$ cat src/rtl/pipe_stage_skid_pkg.sv
// Shared types and constants for the pipeline-stage skid buffer.
package pipe_pkg;

   typedef enum logic [1:0] {
      EMPTY = 2'd0,
      ONE   = 2'd1,
      FULL  = 2'd2
   } state_e;

   localparam int RD_X0    = 0;
   localparam int RD_W_DEF = 5;

endpackage

$ cat src/rtl/pipe_stage_skid_slot.sv
// One payload register with load enable; cleared by the asynchronous active-low reset.
module pipe_slot #(
   parameter int W = 8
) (
   input  logic         i_Clk,
   input  logic         i_Reset,
   input  logic         load_i,
   input  logic [W-1:0] d_i,
   output logic [W-1:0] q_o
);

   logic [W-1:0] q_q;

   always_ff @(posedge i_Clk or negedge i_Reset) begin
      if (!i_Reset)
         q_q <= '0;
      else if (load_i)
         q_q <= d_i;
   end

   assign q_o = q_q;

endmodule

$ cat src/rtl/pipe_stage_skid.sv
// Valid/ready pipeline stage: two-entry skid buffer (SKID=1) or single-entry stage (SKID=0).
module pipe_stage_skid
   import pipe_pkg::*;
#(
   parameter int DATA_W = 96,
   parameter int RD_W   = RD_W_DEF,
   parameter bit SKID   = 1'b1
) (
   input  logic              i_Clk,
   input  logic              i_Reset,
   input  logic              i_Flush,
   input  logic              i_ValidIn,
   output logic              o_ReadyOut,
   input  logic [DATA_W-1:0] i_DataIn,
   input  logic [RD_W-1:0]   i_RdIn,
   output logic              o_ValidOut,
   input  logic              i_ReadyIn,
   output logic [DATA_W-1:0] o_DataOut,
   output logic [RD_W-1:0]   o_RdOut,
   output logic [1:0]        o_Count
);

   localparam int PL_W = DATA_W + RD_W;

   state_e            state_q, state_d;
   logic [PL_W-1:0]   head_q, skid_q, head_d, in_pl;
   logic              head_load, skid_load;
   logic              valid, ready, in_fire, out_fire;

   assign in_pl    = {i_DataIn, i_RdIn};
   assign valid    = (state_q != EMPTY);
   assign in_fire  = i_ValidIn & ready;
   assign out_fire = valid & i_ReadyIn;

   // Skid mode decodes ready from registered state; single-entry mode passes ready through.
   if (SKID) begin : g_ready_skid
      assign ready = (state_q != FULL);
   end else begin : g_ready_pass
      assign ready = ~valid | i_ReadyIn;
   end

   always_comb begin
      state_d   = state_q;
      head_load = 1'b0;
      skid_load = 1'b0;
      head_d    = in_pl;
      if (i_Flush) begin
         state_d = EMPTY;
      end else begin
         case (state_q)
            EMPTY: begin
               if (in_fire) begin
                  head_load = 1'b1;
                  state_d   = ONE;
               end
            end
            ONE: begin
               if (in_fire && out_fire) begin
                  head_load = 1'b1;
               end else if (in_fire && SKID) begin
                  skid_load = 1'b1;
                  state_d   = FULL;
               end else if (out_fire) begin
                  state_d = EMPTY;
               end
            end
            FULL: begin
               if (out_fire) begin
                  head_load = 1'b1;
                  head_d    = skid_q;
                  state_d   = ONE;
               end
            end
            default: state_d = EMPTY;
         endcase
      end
   end

   always_ff @(posedge i_Clk or negedge i_Reset) begin
      if (!i_Reset)
         state_q <= EMPTY;
      else
         state_q <= state_d;
   end

   pipe_slot #(.W(PL_W)) u_head (
      .i_Clk   (i_Clk),
      .i_Reset (i_Reset),
      .load_i  (head_load),
      .d_i     (head_d),
      .q_o     (head_q)
   );

   if (SKID) begin : g_skid
      pipe_slot #(.W(PL_W)) u_skid (
         .i_Clk   (i_Clk),
         .i_Reset (i_Reset),
         .load_i  (skid_load),
         .d_i     (in_pl),
         .q_o     (skid_q)
      );
   end else begin : g_noskid
      logic unused_skid;
      assign skid_q      = '0;
      assign unused_skid = skid_load;
   end

   // Bubbles present x0 so a downstream writeback never targets a live register.
   assign o_ReadyOut = ready;
   assign o_ValidOut = valid;
   assign o_DataOut  = head_q[PL_W-1:RD_W];
   assign o_RdOut    = valid ? head_q[RD_W-1:0] : RD_W'(RD_X0);
   assign o_Count    = state_q;

endmodule

$ cat config.mk
export PLATFORM = sky130hd
export DESIGN_NAME = pipe_stage_skid
export DESIGN_NICKNAME = d
export VERILOG_FILES = /design/src/rtl/pipe_stage_skid_pkg.sv /design/src/rtl/pipe_stage_skid_slot.sv /design/src/rtl/pipe_stage_skid.sv
export SDC_FILE = /design/constraint.sdc
export NUM_CORES = 1
export LEC_CHECK = 0
export ABC_AREA = 1
export BUFFER_PORTS_ARGS = -buffer_cell sky130_fd_sc_hd__buf_2
export CORE_UTILIZATION = 56
export DETAILED_ROUTE_END_ITERATION = 10
export PLACE_DENSITY = 0.81
export RECOVER_POWER = 100
export SYNTH_ARGS = -nofsm -noshare
export SYNTH_HDL_FRONTEND = slang
export SYNTH_SLANG_ARGS = --single-unit
$ cat constraint.sdc
create_clock -name i_Clk -period 2 [get_ports i_Clk]
set_input_delay 0.1 -clock i_Clk [delete_from_list [all_inputs] [get_ports i_Clk]]
set_output_delay 0.1 -clock i_Clk [all_outputs]
set_load 0.02 [all_outputs]
Word level (Yosys, flattened, before mapping)
Index checks and enable logic that the tools add are counted.
{ "totals": {"regBits": 204, "in_bits": 106, "word_cells": 35} }
{ "classes": {"eq_ne": 7, "bitwise_logic": 2, "reduce_logical": 4, "mux": 19} }
{ "ops": {"columns": ["operator", "count"], "rows": [
  ["101-bit 2-to-1 mux", 3],
  ["2-bit 2-to-1 mux", 6],
  ["3-bit inequality test, second input constant", 3],
  ["1-bit 2-to-1 mux", 7],
  ["2-bit one-hot mux with 3 select lines", 1],
  ["5-bit 2-to-1 mux", 1],
  ["4-bit inequality test, second input constant", 1],
  ["4-bit AND reduction", 1],
  ["1-bit one-hot mux with 3 select lines", 1],
  ["1-bit bitwise AND", 2],
  ["2-bit by 1-bit equality test with 1-bit output, second input constant", 1],
  ["2-bit equality test, second input constant", 1],
  ["2-bit zero test", 1],
  ["2-bit inequality test, second input constant", 1],
  ["2-bit nonzero test", 1],
  ["1-bit logical AND", 1]
]} }

Longest topological paths before layout
Gate-level depths: netlist (run 1).
{ "depth": {"word_depth": 7, "ltp_mapped": 10, "depth_no_buf": 8} }

Cells and area by module
A second synthesis (run 1) with hierarchy kept.
{ "hier_totals": {"hier_cells": 1218, "area_unflattened_um2": 9701.8} }
{ "modules_own_cells": {"columns": ["mod", "instances", "seq_area_each_um2", "area_per_inst_um2", "cells_each"], "rows": [
  ["pipe_slot", 2, 2527.4, 3862.5, 427],
  ["pipe_stage_skid", 1, 50.0, 1976.9, 364]
]} }

Worst setup path before layout (run 1)
Ideal clock, no wire load.
{ "synth_path": {"path_kind": "register -> register", "start": "register state_q[1], in the netlist o_Count[1]", "end": "register u_head.q_q[87], in the netlist u_head.q_o[87]", "setup_slack_ns": 0.412, "stages_incl_launch_ff": 10, "arrival_ns": 1.470, "t_required_ns": 1.882, "setup_ns": 0.118, "synth_period_minus_slack_ns": 1.588, "path_cell_list": "dfrtp_1 -> nand2_1 -> nand2_1 -> nand2_1 -> nor2_2 -> inv_2 -> buf_2 -> buf_2 -> nand2_1 -> nand2_1"} }
{ "synth_via": {"elab_chain_cells": 6, "elab_cells_between_ends": 16, "cone_classes": "3 x eq/ne; 8 x mux; 2 x bitwise; 3 x reduce/logical"} }
{ "synth_rtl": {"columns": ["item", "line", "text"], "rows": [
  ["from (decl)", "pipe_stage_skid.sv:25", "state_e state_q, state_d;"],
  ["from (signal assigned)", "pipe_stage_skid.sv:83", "state_q <= state_d;"],
  ["2-bit inequality test *", "pipe_stage_skid.sv:37", "assign ready = (state_q != FULL);"],
  ["via o_ReadyOut", "pipe_stage_skid.sv:13", "output logic o_ReadyOut,"],
  ["1-bit bitwise AND *", "pipe_stage_skid.sv:32", "assign in_fire = i_ValidIn & ready;"],
  ["1-bit logical AND", "pipe_stage_skid.sv:58", "if (in_fire && out_fire) begin"],
  ["1-bit 2-to-1 mux", "pipe_stage_skid.sv:58", null],
  ["1-bit one-hot mux with 3 select lines *", "pipe_stage_skid.sv:50", "case (state_q)"],
  ["1-bit 2-to-1 mux *", "pipe_stage_skid.sv:47", "if (i_Flush) begin"],
  ["to (signal assigned)", "pipe_stage_skid_slot.sv:18", "q_q <= d_i;"],
  ["to (decl)", "pipe_stage_skid_slot.sv:12", "logic [W-1:0] q_q;"]
]} }
The timed path passes the listed nets; every way through them passes the cells marked *.
A chain may end at the register's enable or synchronous reset.

Worst setup path in the final report (run 1)
{ "layout_path": {"start": "register state_q[0], in the netlist o_Count[0]", "end": "output port o_RdOut[0]"} }
{ "layout_via": {"elab_chain_cells": 2} }
{ "layout_rtl": {"columns": ["item", "line", "text"], "rows": [
  ["2-bit nonzero test", "pipe_stage_skid.sv:31", "assign valid = (state_q != EMPTY);"],
  ["5-bit 2-to-1 mux", "pipe_stage_skid.sv:112", "assign o_RdOut = valid ? head_q[RD_W-1:0] : RD_W'(RD_X0);"],
  ["to (decl)", "pipe_stage_skid.sv:19", "output logic [RD_W-1:0] o_RdOut,"]
]} }
No other way between the ends.

==> results of run 1 <==
Yosys cell counts:
master,instances
buf_1,4
buf_2,49
buf_4,107
clkbuf_1,25
dfrtp_1,204
inv_1,213
inv_2,2
nand2_1,416
nand3_1,105
nand4_1,102
nor2_1,9
nor2_2,2
nor2_4,1
o21ai_0,101
o21ai_1,1
registers in the layout, summed over array words and instances, names as in the netlist:
register	cells
o_Count	2
g_skid.u_skid.q_o	101
u_head.q_o	101
stage by stage:
step / hold slack, ps / instances / worst slack (ps) / cell area [um^2]
after detailed placement: 23.6 / 1615 / 364 / 10900
after floorplan: -196 / 1341 / 412 / 10400
final: 51.0 / 1760 / 180 / 12500
after CTS: 58.7 / 1759 / 243 / 12700
after global placement: 22.8 / 1615 / 432 / 10900
after global routing: 64.6 / 1760 / 90.0 / 12500
cell families after synthesis:
logic type / synth area share
flip-flops: 0.493
AO/OA/AOI/OAI: 0.0493
AND/OR/NAND/NOR: 0.269
buffers and inverters: 0.190
timing repair:
| item | 4_1_cts | 5_1_grt |
|---|---|---|
| hold buffers | 105 | 0 |
| setup buffers | 0 | 0 |
| hold endpoints to repair | 408 | 0 |
power groups by stage:
| stage | sequential [mW] | clock [mW] | combinational (mW) |
|---|---|---|---|
| after CTS | 5.96 | 4.34 | 3.48 |
| after floorplan | 5.89 | 0 | 2.80 |
| after global placement | 5.97 | 0 | 3.16 |
| after global routing | 6.12 | 4.49 | 3.78 |
| final | 5.99 | 4.28 | 3.36 |
| after detailed placement | 6.01 | 0 | 3.27 |
worst max-delay path, cell delays in order, from the launching register on:
cell,delay (ps)
dfrtp_1,550
nor2_4,70
clkbuf_2,200
nor2_1,200
clkbuf_2,200
metal layers:
metal	vias up	GRT usage	share of wire
met4	0	0.103	0.028
li1	4422	-	-
met3	62	0.0461	0.075
met5	-	0	0
met2	420	0.479	0.49
met1	4323	0.370	0.41
area by class of cell:
type                            count  area share
Sequential cell                   204       0.408
Multi-Input combinational cell    737       0.266
Timing Repair Buffer              335       0.177
Inverter                          215      0.0647
Clock buffer                       31      0.0516
Tap cell                          229      0.0229
Clock inverter                      8     0.00960
Antenna cell                        1    0.000200
worst min-delay path by stage:
| stage | startpoint | end | slack (ps) | cells after the start |
|---|---|---|---|---|
| 5_1_grt | i_Reset | g_skid.u_skid.q_o[88]$_DFFE_PN0P_ | 60 | 2 |
| 6_report | i_Reset | g_skid.u_skid.q_o[88]$_DFFE_PN0P_ | 50 | 2 |
| 3_3_place_gp | i_Reset | g_skid.u_skid.q_o[88]$_DFFE_PN0P_ | 20 | 1 |
| 2_1_floorplan | i_Reset | g_skid.u_skid.q_o[0]$_DFFE_PN0P_ | -200 | 0 |
| 3_5_place_dp | i_Reset | g_skid.u_skid.q_o[88]$_DFFE_PN0P_ | 20 | 1 |
| 4_1_cts | i_Reset | g_skid.u_skid.q_o[88]$_DFFE_PN0P_ | 60 | 2 |
==> results.py, run 1 <==
metrics = {
    "routing": {
        "num_vias": 9227,
        "avgRoutedWirePerCell_um": 15.3,
        "first_pass_iters": 5,
        "drc": 0,
        "drt_iter0_drc": 653,
        "routed_wl_um": 26900,
        "drt-vias-per-instance": 5.24,
        "ant_nets": 0,
    },
    "critical_path": {
        "ff2ff_path_depth": 6,
        "rrSetupSlack_ps": 230,
        "cp.arrival_ps": 1720,
        "critPathMaxFanout": 8,
        "crit_required_ps": 1900,
        "start_kind": "flop",
        "rr_startpoint": "o_Count[0]$_DFFE_PN0P_",
        "critPathLaunch": "o_Count[0]$_DFFE_PN0P_",
        "critPathKind": "flop to primary output",
        "cp-end-kind": "primary output",
        "r2r_end": "u_head.q_o[29]$_DFFE_PN0P_",
        "cp-endpoint": "o_RdOut[0]",
    },
    "finish": {
        "num-fill-cells": 1435,
        "final_cell_mix": "nand2_1, inv_1, dfrtp_1, buf_2, dlygate4sd3_1",
        "final_common_cell": "nand2_1",
        "ff_latch_area_um2": 5100,
        "multi_input_area_um2": 3320,
        "fin_util": 0.694,
        "syn2layout_area_growth_pct": 20.7,
        "drive_above_1_share": 0.114,
        "nNetsFinal": 1621,
    },
    "power_and_ir_drop": {
        "p_leak_nw": 6.59,
        "powerDensity_nw_per_um2": 1090,
        "ir_drop_mv": 0.640,
        "clkPwrFrac": 0.314,
        "internal-power_mw": 9.16,
        "pwr-share-seq": 0.439,
        "switching_power_mw": 4.46,
        "swShare": 0.328,
        "power.total_mw": 13.6,
        "p_comb_frac": 0.247,
    },
    "sta": {
        "hold_viol": 0,
        "drv_slew": 0,
        "fin_crit_ps": 1820,
        "setup_viol": 0,
        "skew_ps": 11.6,
        "setup_tns_ps": 0,
        "period_share": 0.910,
        "tightest_slew_ps": 1110,
        "rsz0062_at_grt": "false",
        "clock.fmax_ghz": 0.549,
        "max_slew_margin": 0.258,
    },
    "placed_design": {
        "io_buffers": 210,
        "hpwl_um": 14800,
        "gp_congestion": 0.784,
    },
    "floorplan": {
        "std_cell_rows": 49,
        "num_io_pins": 211,
        "core_area_um2": 18000,
        "die-area_um2": 19100,
        "die_w_um": 138,
        "start_util": 0.575,
        "die_h_um": 138,
    },
    "clocking": {
        "htreeDepth": 1,
        "cts_sinks": 204,
        "cts_buffer_depth": 3,
        "cts_tree": "built",
        "cts_buffers": 22,
        "post_cts_resized": 0,
        "clkTransAtPathRegs_ps": 60,
        "cts_root_buf": "clkbuf_16",
        "clkLatencyLatePin_ps": 500,
    },
    "yosys": {
        "avgSynthCellArea_um2": 7.73,
        "yosys-top-cells-area": "dfrtp_1, nand2_1, buf_4",
        "postSynthCellCount": 1341,
        "synth.distinct_cells": 15,
        "synthesis.area_um2": 10400,
        "synth_area_leader_cell": "dfrtp_1",
        "synth_warnings": 0,
        "yosysTopAreaCellShare": 0.493,
        "ys_ff_latch": 204,
        "syn_nets": 1447,
        "ys_seq_area_frac": 0.493,
    },
    "global_routing": {
        "antenna_found_initial": 1,
        "grt.overflow.total": 0,
        "grt_pass1_vias": 9253,
        "grt_max_degree": 105,
        "track_usage": 0.284,
        "grt_pass1_wl_um": 44900,
    },
    "min_path": {
        "holdCritPathClass": "input pin to async pin",
    },
    "job": {
        "drv_cap": 0,
    },
    "run_status": {
        "status": "completed",
    },
}
Note: power is estimated with default switching activity, not from simulation.
==> run 2, diff against run 1 <==
--- a/config.mk
+++ b/config.mk
@@ -7,9 +7,11 @@
 export LEC_CHECK = 0
 export ABC_AREA = 1
 export BUFFER_PORTS_ARGS = -buffer_cell sky130_fd_sc_hd__buf_2
-export CORE_UTILIZATION = 56
+export CELL_PAD_IN_SITES_DETAIL_PLACEMENT = 0
+export CELL_PAD_IN_SITES_GLOBAL_PLACEMENT = 1
+export CORE_UTILIZATION = 40
 export DETAILED_ROUTE_END_ITERATION = 10
-export PLACE_DENSITY = 0.81
+export PLACE_DENSITY_LB_ADDON = 0.1
 export RECOVER_POWER = 100
 export SYNTH_ARGS = -nofsm -noshare
 export SYNTH_HDL_FRONTEND = slang
==> constraint.sdc (replaced) <==
create_clock -name i_Clk -period 2 [get_ports i_Clk]
set_input_delay 0.4 -clock i_Clk [delete_from_list [all_inputs] [get_ports i_Clk]]
set_output_delay 0.4 -clock i_Clk [all_outputs]
set_load 0.02 [all_outputs]
==> results.py, run 2 (synthesis gave the netlist of run 1 again) <==
metrics = {
    "run_status": {
        "status": "completed",
    },
    "critical_path": {
        "cp-end-kind": "primary output",
        "cp.arrival_ps": 1510,
        "rr_startpoint": "o_Count[0]$_DFFE_PN0P_",
        "critPathKind": "flop to primary output",
        "cpLargestDelayFamily": "flip-flops",
        "critPathLaunch": "o_Count[1]$_DFFE_PN0P_",
        "start_kind": "flop",
        "path_cells": "nor2_4 -> buf_4 -> nor2_1 -> buf_2",
        "path_buf_inv": 2,
        "max_stage_delay_ps": 420,
        "cpMaxStageDelayCell": "dfrtp_2",
        "rrSetupSlack_ps": 200,
        "crit_required_ps": 1600,
        "critPathMaxFanout": 6,
    },
    "finish": {
        "final_cell_mix": "nand2_1, inv_1, dfrtp_1, buf_2, nand3_1",
        "syn2layout_area_growth_pct": 13.4,
        "nNetsFinal": 1531,
        "num-fill-cells": 2682,
        "fin_util": 0.464,
        "final_common_cell": "nand2_1",
        "drive_above_1_share": 0.132,
        "layout.cells.non_filler": 1772,
    },
    "sta": {
        "setup_tns_ps": 0,
        "clock.fmax_ghz": 0.525,
        "skew_ps": 9.69,
        "max_slew_margin": 0.112,
        "drv_slew": 0,
        "rsz0062_at_grt": "false",
        "fin_crit_ps": 1910,
        "hold_viol": 0,
        "period_share": 0.953,
        "setup_viol": 0,
        "tightest_slew_ps": 1330,
    },
    "clocking": {
        "clkTransAtPathRegs_ps": 60,
        "cts_tree": "built",
        "clkLatencyLatePin_ps": 510,
        "cts_root_buf": "clkbuf_16",
        "htreeDepth": 1,
        "cts_buffer_depth": 3,
        "cts_buffers": 25,
        "cts_sinks": 204,
    },
    "global_routing": {
        "grt_max_degree": 87,
        "grt_pass1_vias": 8046,
        "antenna_found_initial": 3,
        "grtUsageMet1": 0.296,
        "grt_pass1_wl_um": 43500,
        "use_met2": 0.315,
        "gr-usage-met3": 0.0430,
        "track_usage": 0.205,
        "grt.overflow.total": 0,
        "top_usage_layer": "met2",
    },
    "floorplan": {
        "die_h_um": 163,
        "start_util": 0.409,
        "die-area_um2": 26600,
        "std_cell_rows": 58,
        "core_area_um2": 25300,
        "die_w_um": 163,
        "num_io_pins": 211,
    },
    "min_path": {
        "holdCritPathClass": "input pin to flop",
        "hold_start": "i_DataIn[82]",
    },
    "routing": {
        "first_pass_iters": 5,
        "drc": 0,
        "avgRoutedWirePerCell_um": 15.2,
        "drt-vias-per-instance": 4.76,
        "routed_wl_um": 27000,
        "ant_nets": 0,
        "num_vias": 8429,
        "drt_iter0_drc": 533,
    },
    "power_and_ir_drop": {
        "ir_drop_mv": 0.518,
        "powerDensity_nw_per_um2": 1140,
        "p_leak_nw": 6.25,
        "power.total_mw": 13.4,
    },
    "placed_design": {
        "hpwl_um": 16600,
        "dp.cells": 1726,
        "io_buffers": 210,
        "gp_congestion": 0.775,
    },
    "job": {
        "drv_cap": 0,
    },
}
[run 2: cell count changes in the layout (fill, tap and decap cells not counted), moves of 2 or more]
cell / previous run / this run
bufinv_16: 3 / 0
dfrtp_1: 204 / 202
inv_4: 0 / 2
nor2_4: 4 / 2
clkinvlp_4: 2 / 0
buf_4: 6 / 12
buf_6: 2 / 4
clkbuf_8: 5 / 8
buf_12: 6 / 10
dlygate4sd3_1: 105 / 1
clkbuf_16: 23 / 25
dfrtp_2: 0 / 2
[run 2: what timing repair did]
action / CTS / global route
buffers inserted: 1 / 0
hold endpoints to repair: 42 / 0
setup endpoints to repair: 6 / 1
hold buffers: 1 / 0
gates resized for setup: 1 / 1
[run 2: layer usage]
metal  up-vias  part of all wire
met2       231              0.44
met4         4             0.015
met3        34             0.069
met1      3897              0.47
li1       4263                 -
met5         -            0.0011
[run 2: cell type report]
cell class | instances | area [um^2] | share of cell area
Sequential cell | 204 | 5110 | 0.435
Multi-Input combinational cell | 737 | 3310 | 0.282
Timing Repair Buffer | 242 | 1320 | 0.112
Inverter | 215 | 812 | 0.0691
Clock buffer | 37 | 751 | 0.0639
Tap cell | 330 | 413 | 0.0351
Clock inverter | 6 | 37.5 | 0.00319
Antenna cell | 1 | 2.50 | 0.000213
[run 2: worst paths after layout]
check,end,cells past startpoint
min in group asynchronous,u_head.q_o[18]$_DFFE_PN0P_,2
hold reg to reg,u_head.q_o[40]$_DFFE_PN0P_,2
hold / removal,g_skid.u_skid.q_o[87]$_DFFE_PN0P_,3
max in group asynchronous,g_skid.u_skid.q_o[72]$_DFFE_PN0P_,3
setup / recovery,o_RdOut[3],4
setup reg to reg,u_head.q_o[41]$_DFFE_PN0P_,9
[run 2: where the power goes]
group | switching (mW) | total (mW) | internal [mW] | leakage (nW)
Clock | 1.75 | 4.32 | 2.58 | 0.395
Combinational | 2.18 | 3.15 | 0.968 | 3.37
Sequential | 0.489 | 5.95 | 5.46 | 2.49
[run 2: stage by stage]
step	worst slack [ps]	instance area [um^2]	hold WS, ps
after floorplan	412	10400	104
after global placement	361	11100	355
after detailed placement	329	11100	348
after CTS	40.1	11900	82.0
after global routing	26.0	11700	103
final	93.6	11800	99.7
[run 2: tightest hold or removal path: cells and delay by family]
kind | cells | cell delay, ps
buf+inv | 1 | 80
compound gates | 1 | 50
simple gates | 1 | 40
==> run 3, diff against run 2 <==
==> constraint.sdc (replaced) <==
create_clock -name i_Clk -period 2 [get_ports i_Clk]
set_input_delay 0.1 -clock i_Clk [delete_from_list [all_inputs] [get_ports i_Clk]]
set_output_delay 0.1 -clock i_Clk [all_outputs]
set_load 0.02 [all_outputs]
==> results.py, run 3 (synthesis gave the netlist of run 1 again) <==
metrics = {
    "routing": {
        "drc": 0,
        "routed_wl_um": 27700,
        "avgRoutedWirePerCell_um": 14.8,
        "num_vias": 8754,
        "drt-vias-per-instance": 4.67,
        "drt_iter0_drc": 525,
        "first_pass_iters": 7,
        "ant_nets": 0,
    },
    "global_routing": {
        "grt_max_degree": 69,
        "grt.overflow.total": 0,
        "grt_pass1_vias": 8526,
        "antenna_found_initial": 1,
        "track_usage": 0.214,
        "grt_pass1_wl_um": 45200,
    },
    "critical_path": {
        "crit_required_ps": 1900,
        "cpMaxStageDelayCell": "dfrtp_1",
        "cp.arrival_ps": 1770,
        "critPathLaunch": "o_Count[0]$_DFFE_PN0P_",
        "path_cells": "nor2_1 -> buf_4 -> nor2_1 -> clkbuf_1",
        "start_kind": "flop",
        "critPathKind": "flop to primary output",
        "max_stage_delay_ps": 500,
        "critPathMaxFanout": 8,
        "cp_common_cell": "nor2_1",
        "rr_startpoint": "o_Count[0]$_DFFE_PN0P_",
        "cp-end-kind": "primary output",
    },
    "power_and_ir_drop": {
        "powerDensity_nw_per_um2": 1080,
        "ir_drop_mv": 0.535,
        "p_leak_nw": 6.69,
        "clkPwrFrac": 0.333,
        "p_comb_frac": 0.237,
        "pwr-share-seq": 0.430,
        "internal-power_mw": 9.40,
        "switching_power_mw": 4.48,
        "swShare": 0.323,
    },
    "clocking": {
        "cts_buffers": 25,
        "cts_sinks": 204,
        "post_cts_resized": 0,
        "clkLatencyLatePin_ps": 520,
        "htreeDepth": 1,
        "clkTransAtPathRegs_ps": 60,
        "cts_root_buf": "clkbuf_16",
        "cts_buffer_depth": 3,
        "cts_tree": "built",
    },
    "placed_design": {
        "gp_congestion": 0.743,
        "dp.cells": 1723,
        "hpwl_um": 16500,
        "placedInstanceArea_um2": 11100,
        "io_buffers": 210,
    },
    "finish": {
        "final_common_cell": "nand2_1",
        "fin_util": 0.506,
        "nNetsFinal": 1630,
        "final_cell_mix": "nand2_1, inv_1, dfrtp_1, clkbuf_1, buf_2",
        "syn2layout_area_growth_pct": 23.7,
        "fin_area_um2": 12800,
        "drive_above_1_share": 0.119,
        "layout.cells.non_filler": 1874,
        "num-fill-cells": 2603,
    },
    "sta": {
        "fin_crit_ps": 1870,
        "drv_slew": 60,
        "holdWs_ps": 134,
        "skew_ps": 15.0,
        "max_slew_margin": -0.171,
        "rsz0062_at_grt": "false",
        "setup_viol": 0,
        "clock.fmax_ghz": 0.535,
        "period_share": 0.935,
        "hold_viol": 0,
        "tightest_slew_ps": 1760,
        "setup_tns_ps": 0,
    },
    "floorplan": {
        "die_h_um": 163,
        "num_io_pins": 211,
        "die-area_um2": 26600,
        "die_w_um": 163,
        "core_area_um2": 25300,
        "start_util": 0.409,
        "std_cell_rows": 58,
    },
    "job": {
        "drv_cap": 1,
    },
    "min_path": {
        "hold_start": "i_ReadyIn",
        "holdCritPathClass": "input pin to flop",
    },
    "run_status": {
        "status": "complete, but fails checks",
        "violations": "max-capacitance violations, max-slew violations",
    },
}
==> run 3: cell types whose count changed in the layout (fill, tap and decap cells not counted), moves of 2 or more <==
cell           previous run  this run
buf_12                   10        12
buf_6                     4         0
bufinv_16                 0         2
clkbuf_1                102       105
clkbuf_2                  7         4
dfrtp_1                 202       204
dfrtp_2                   2         0
dlygate4sd3_1             1       104
==> run 3: worst paths after layout <==
path                            cells past startpoint                           endpoint  slack, ps
worst max-delay path                                4                         o_RdOut[1]        130
max in group asynchronous                           2  g_skid.u_skid.q_o[89]$_DFFE_PN0P_        340
worst min-delay path                                4         u_head.q_o[90]$_DFFE_PN0P_        130
worst min register to register                      2         u_head.q_o[93]$_DFFE_PN0P_        470
min in group asynchronous                           2         u_head.q_o[18]$_DFFE_PN0P_        580
worst max register to register                      6         u_head.q_o[17]$_DFFE_PN0P_        280
==> run 3: final cells by class <==
| class | instances | area (um^2) | share of cell area |
|---|---|---|---|
| inverters | 215 | 812 | 0.0633 |
| clock inverters | 9 | 103 | 0.00800 |
| clock buffers | 37 | 751 | 0.0586 |
| flip-flops and latches | 204 | 5100 | 0.398 |
| well taps | 330 | 413 | 0.0322 |
| diodes | 1 | 2.50 | 0.000195 |
| repair buffers | 341 | 2320 | 0.181 |
| multi-input cells | 737 | 3320 | 0.259 |
==> run 3: timing repair <==
item | 4_1_cts | 5_1_grt
hold buffers | 104 | 0
buffers inserted | 0 | 0
endpoints found under the hold margin | 393 | 0
==> run 3: worst max-delay path, delay by kind of cell, from the launching register on <==
kind | cells | cell delay, ps
buffers and inverters | 2 | 440
DFF | 1 | 500
and+or+nand+nor | 2 | 300
==> run 3: per-layer routing <==
| layer | share of wire | vias up | track usage |
|---|---|---|---|
| met4 | 0.015 | 0 | 0.0518 |
| li1 | - | 4450 | - |
| met1 | 0.47 | 4041 | 0.299 |
| met2 | 0.46 | 235 | 0.344 |
| met5 | 0 | - | 0 |
| met3 | 0.058 | 28 | 0.0369 |
==> run 3: power groups by stage <==
stage | registers [mW] | logic (mW) | clock network (mW)
detailed placement | 6.03 | 3.27 | 0
global route | 6.11 | 3.78 | 4.91
CTS | 5.97 | 3.47 | 4.74
finish | 5.96 | 3.28 | 4.62
floorplan | 5.89 | 2.80 | 0
global placement | 6.00 | 3.25 | 0
==> run 3: per-stage QoR <==
step | worst slack (ps) | power (mW)
after detailed placement | 336 | 9.30
after CTS | 161 | 14.2
after global placement | 379 | 9.25
after global routing | 52.6 | 14.8
after floorplan | 412 | 8.69
final | 129 | 13.9
